## config.mk

```make
export PLATFORM = sky130hd
export DESIGN_NAME = input_conditioner
export DESIGN_NICKNAME = d
export VERILOG_FILES = /design/src/rtl/input_conditioner.sv
export SDC_FILE = /design/constraint.sdc
export NUM_CORES = 1
export LEC_CHECK = 0
export ABC_AREA = 1
export CAP_MARGIN = 20
export CORE_MARGIN = 8
export CORE_UTILIZATION = 50
export DETAILED_ROUTE_END_ITERATION = 8
export GPL_TIMING_DRIVEN = 0
export MAX_ROUTING_LAYER = met4
export PLACE_DENSITY = 0.75
export SLEW_MARGIN = 15
export SYNTH_ARGS = -nofsm -noshare
export SYNTH_HDL_FRONTEND = slang
export SYNTH_SLANG_ARGS = --single-unit
```

## constraint.sdc

```tcl
create_clock -name clk -period 1.7 [get_ports clk]
set_input_delay 0.17 -clock clk [delete_from_list [all_inputs] [get_ports clk]]
set_output_delay 0.17 -clock clk [all_outputs]
set_load 0.01 [all_outputs]
```

## src/rtl/input_conditioner.sv

```systemverilog
// Two-flop synchroniser, per-channel stability-count debounce and registered
// single-cycle rise/fall pulses for raw board switches and buttons.
module input_conditioner #(
  parameter int WIDTH         = 8,
  parameter int STABLE_CYCLES = 4,
  parameter int CNT_W         = 20
) (
  input  logic             clk,
  input  logic             rst_n,
  input  logic [WIDTH-1:0] raw_in,
  output logic [WIDTH-1:0] level,
  output logic [WIDTH-1:0] rise,
  output logic [WIDTH-1:0] fall
);

  localparam logic [CNT_W-1:0] LAST = CNT_W'(STABLE_CYCLES - 1);

  logic [WIDTH-1:0] s1, s2;
  logic [WIDTH-1:0] level_d, rise_d, fall_d;
  logic [CNT_W-1:0] cnt_q [WIDTH];
  logic [CNT_W-1:0] cnt_d [WIDTH];

  always_ff @(posedge clk or negedge rst_n) begin
    if (!rst_n) begin
      s1    <= '0;
      s2    <= '0;
      level <= '0;
      rise  <= '0;
      fall  <= '0;
      for (int unsigned i = 0; i < WIDTH; i++) cnt_q[i] <= '0;
    end else begin
      s1    <= raw_in;
      s2    <= s1;
      level <= level_d;
      rise  <= rise_d;
      fall  <= fall_d;
      cnt_q <= cnt_d;
    end
  end

  // Count only while s2 disagrees with level; any agreement discards the
  // partial count, so the counter is bounded by LAST and never wraps.
  always_comb begin
    level_d = level;
    rise_d  = '0;
    fall_d  = '0;
    cnt_d   = cnt_q;
    for (int unsigned i = 0; i < WIDTH; i++) begin
      if (s2[i] == level[i]) begin
        cnt_d[i] = '0;
      end else if (cnt_q[i] == LAST) begin
        level_d[i] = s2[i];
        rise_d[i]  = s2[i];
        fall_d[i]  = ~s2[i];
        cnt_d[i]   = '0;
      end else begin
        cnt_d[i] = cnt_q[i] + 1'b1;
      end
    end
  end

endmodule

```

==> results.sh <==
export IMPL_outcome="complete, no violations"
export IMPL_finalWorstSetupSlack_ns=0.1134
export IMPL_syn_avg_cell_area_um2=7.301
export IMPL_nFillCells=1992
export IMPL_synth_compound_area_frac=0.01035
export IMPL_drtAntennaViolNets=0
export IMPL_vdd_drop_max_mv=0.5973
export IMPL_final_net_count=1564
export IMPL_critPathMaxStageDelay_ns=0.56
export IMPL_path_clk_slew_ns=0.08
export IMPL_crit_fanout=5
export IMPL_synth_top_family_by_area="simple AND/OR/NAND/NOR gates"
export IMPL_synth_xor_area_frac=0.05957
export IMPL_antenna_found_initial=0
export IMPL_clock_skew_final_ns=0.01155
export IMPL_cts_max_level=4
export IMPL_slowest_stage="clkdlybuf4s50_1"
export IMPL_ys_seq_area_frac=0.4600
export IMPL_synthCells=1490
export IMPL_dp_hpwl_mm=16.15
export IMPL_leakage_nw=5.541
export IMPL_wl_per_cell_um=11.98
export IMPL_cts_buffers=17
export IMPL_rsz0062_at_grt="no"
export IMPL_synth_cell_types=23
export IMPL_path_class="reg2out"
export IMPL_crit_buf_inv=1
export IMPL_post_route_util=0.5663
export IMPL_cp_cell_sequence="clkdlybuf4s50_1"
export IMPL_cts_path_max_buffers=2
export IMPL_num_vias=9010
export IMPL_routed_wl_mm=22.00
export IMPL_clk_insertion_delay_late_ns=0.44
export IMPL_slew_headroom=0.6706
export IMPL_power_density_nw_per_um2=921.5
export IMPL_dr_pass1_iters=5
export IMPL_grtUsageTotal=0.1797
export IMPL_synthesis_area_um2=10880
export IMPL_ys_warn_count=0
export IMPL_die_y_um=163.5
export IMPL_grt_pass1_wl_mm=39.10
export IMPL_grt_ovfl_total=0
export IMPL_synth_fa_ha_area_frac=0.009201
export IMPL_fin_crit_ns=1.587
export IMPL_worstPathArrival_ns=1.42
export IMPL_ios=34
export IMPL_setup_violations=0
export IMPL_die_w_um=163.5
export IMPL_root_buffer="clkbuf_16"
export IMPL_ys_ff_latch=200
export IMPL_n_antenna_cell=0
export IMPL_via_per_inst=4.905
export IMPL_worst_slew_pin_slew_ns=0.4941
export IMPL_drc=0
export IMPL_hold_violations=0
export IMPL_cpLargestDelayFamily="buffers and inverters"
export IMPL_worst_hold_path_type="in2reg"
export IMPL_gp_congestion=0.8852
export IMPL_syn_num_nets=1508
export IMPL_io_buffers=33
export IMPL_synth_mux_area_frac=0
export IMPL_cts_tree="yes"
export IMPL_synth_simple_area_share=0.3931
export IMPL_dieArea_um2=26730
export IMPL_slew_viol_final=0
export IMPL_start_util=0.5032
export IMPL_drt_iter0_markers=579
export IMPL_grt_pass1_vias=8839
export IMPL_drive_gt1_frac=0.08542
export IMPL_clock_sinks=200
export IMPL_grt_max_degree=84
export IMPL_start_kind="flip-flop"
export IMPL_area_delta_synth_final_pct=12.55
export IMPL_whs_ns=0.1612
export IMPL_maxCapViolations=0
export IMPL_fin_crit_sh=0.9333
export IMPL_core_um2=21620
export IMPL_fmax_ghz=0.6303
export IMPL_pre_cts_ws_ns=0.08483
export IMPL_required_ns=1.53
export IMPL_fp_row_count=54
export IMPL_crit_path_end_kind="output port"
[where the power goes]
group	leakage [nW]	internal [mW]	switching [mW]	total (mW)
Combinational	2.54	0.666	1.17	1.83
Clock	0.277	2.20	1.87	4.07
Sequential	2.73	5.06	0.322	5.38
[cells in the mapped netlist]
| cell | instances | share of area |
|---|---|---|
| nor2_2 | 35 | 0.020 |
| xnor2_1 | 22 | 0.018 |
| nor2_4 | 15 | 0.016 |
| nand2_2 | 31 | 0.018 |
| clkinv_1 | 4 | 0.0014 |
| xor2_1 | 52 | 0.042 |
| dfrtp_1 | 200 | 0.46 |
| nand3b_1 | 6 | 0.0041 |
| buf_2 | 7 | 0.0032 |
| buf_4 | 1 | 0.00069 |
| nand3_1 | 110 | 0.051 |
| o21ai_1 | 2 | 0.00092 |
| nor2_1 | 375 | 0.13 |
| a211oi_1 | 1 | 0.00069 |
| or2_2 | 1 | 0.00058 |
| clkbuf_1 | 1 | 0.00034 |
| nand2_1 | 356 | 0.12 |
| inv_1 | 177 | 0.061 |
| o21ai_0 | 19 | 0.0087 |
| nor3_1 | 41 | 0.019 |
| ha_1 | 8 | 0.0092 |
| inv_2 | 3 | 0.0010 |
| nand4_1 | 23 | 0.013 |
[through the flow]
stage	power (mW)	setup TNS, ns	cell area, µm²	cells
3_5_place_dp	7.311	0	11620	1805
3_3_place_gp	7.251	-1567.47	11560	1803
4_1_cts	11.41	0	12220	1836
2_1_floorplan	6.574	0	10880	1490
5_1_grt	11.92	0	12240	1837
6_report	11.28	0	12240	1837
[worst reg2reg max path: stages (launching register included)]
cell	delay, ns
dfrtp_1	0.40
ha_2	0.23
nand2_1	0.14
nor2_4	0.14
nand2_2	0.10
nor2_2	0.16
nand2_1	0.08
nand2_1	0.07
nand2_1	0.06
nor2_1	0.09
[kinds of logic (layout without fill, tap and decap cells)]
| kind of cell | after synthesis | count (layout) |
|---|---|---|
| buffers and inverters | 193 | 260 |
| DFF | 200 | 200 |
| and+or+nand+nor | 993 | 993 |
| xor gates and xnor gates | 74 | 74 |
| adders and majority gates | 8 | 8 |
| AOI/OAI and AO/OA | 22 | 22 |
[timing repair]
action / in CTS / in global routing
hold endpoints to repair: 43 / 0
buffers inserted: 0 / 1
endpoints found under the setup margin: 0 / 7
hold buffers: 1 / 0
gates resized for setup: 0 / 7
[placed cells by master, fill, tap and decap left out, types with 4 or more instances in the layout]
cell type        netlist  routed
clkbuf_16              0      17
buf_2                  7       7
inv_1                177     177
nor2_1               375     374
xor2_1                52      52
nor2_2                35      35
nand3b_1               6       6
clkdlybuf4s50_1        0      32
xnor2_1               22      22
dfrtp_1              200     199
nand4_1               23      23
o21ai_0               19      19
nor2_4                15      16
nand2_2               31      31
ha_1                   8       5
clkinv_1               4       4
inv_6                  0       7
nand2_1              356     356
nor3_1                41      40
nand3_1              110     110
[layout make-up]
class | count | area [µm²] | area share
buffer | 9 | 46.29 | 0.003781
clock buffer | 17 | 425.4 | 0.03474
clock inverter | 13 | 160.2 | 0.01308
inverter | 184 | 690.7 | 0.05641
multi-input combinational | 1097 | 5157 | 0.4212
sequential | 200 | 5006 | 0.4089
tap | 280 | 350.3 | 0.02861
timing repair buffer | 37 | 407.9 | 0.03331
[worst paths after layout]
check,cells after the start,endpoint,slack (ns),startpoint
worst max-delay path,1,level[1],0.11,level[1]
worst min-delay path,1,s1[1],0.16,raw_in[1]
max in group asynchronous,4,cnt_q[58],0.43,rst_n
min in group asynchronous,2,cnt_q[120],0.19,rst_n
worst min register to register,0,s2[2],0.35,s1[2]
worst max register to register,9,cnt_q[38],0.15,cnt_q[20]
[state kept, by name, indices dropped and copies added, names as in the netlist]
| register | cells |
|---|---|
| s2 | 8 |
| level | 8 |
| rise | 8 |
| fall | 8 |
| s1 | 8 |
| cnt_q | 160 |
[routing by layer]
layer | routed length (µm) | global-route usage | up-vias | share of wire
met5 | 0 | - | - | 0
met1 | 10230 | 0.2218 | 4146 | 0.47
li1 | - | - | 4678 | -
met3 | 718 | 0.03553 | 37 | 0.033
met4 | 391 | 0.05702 | 0 | 0.018
met2 | 10660 | 0.2932 | 149 | 0.48
(Power assumes the default switching activity.)
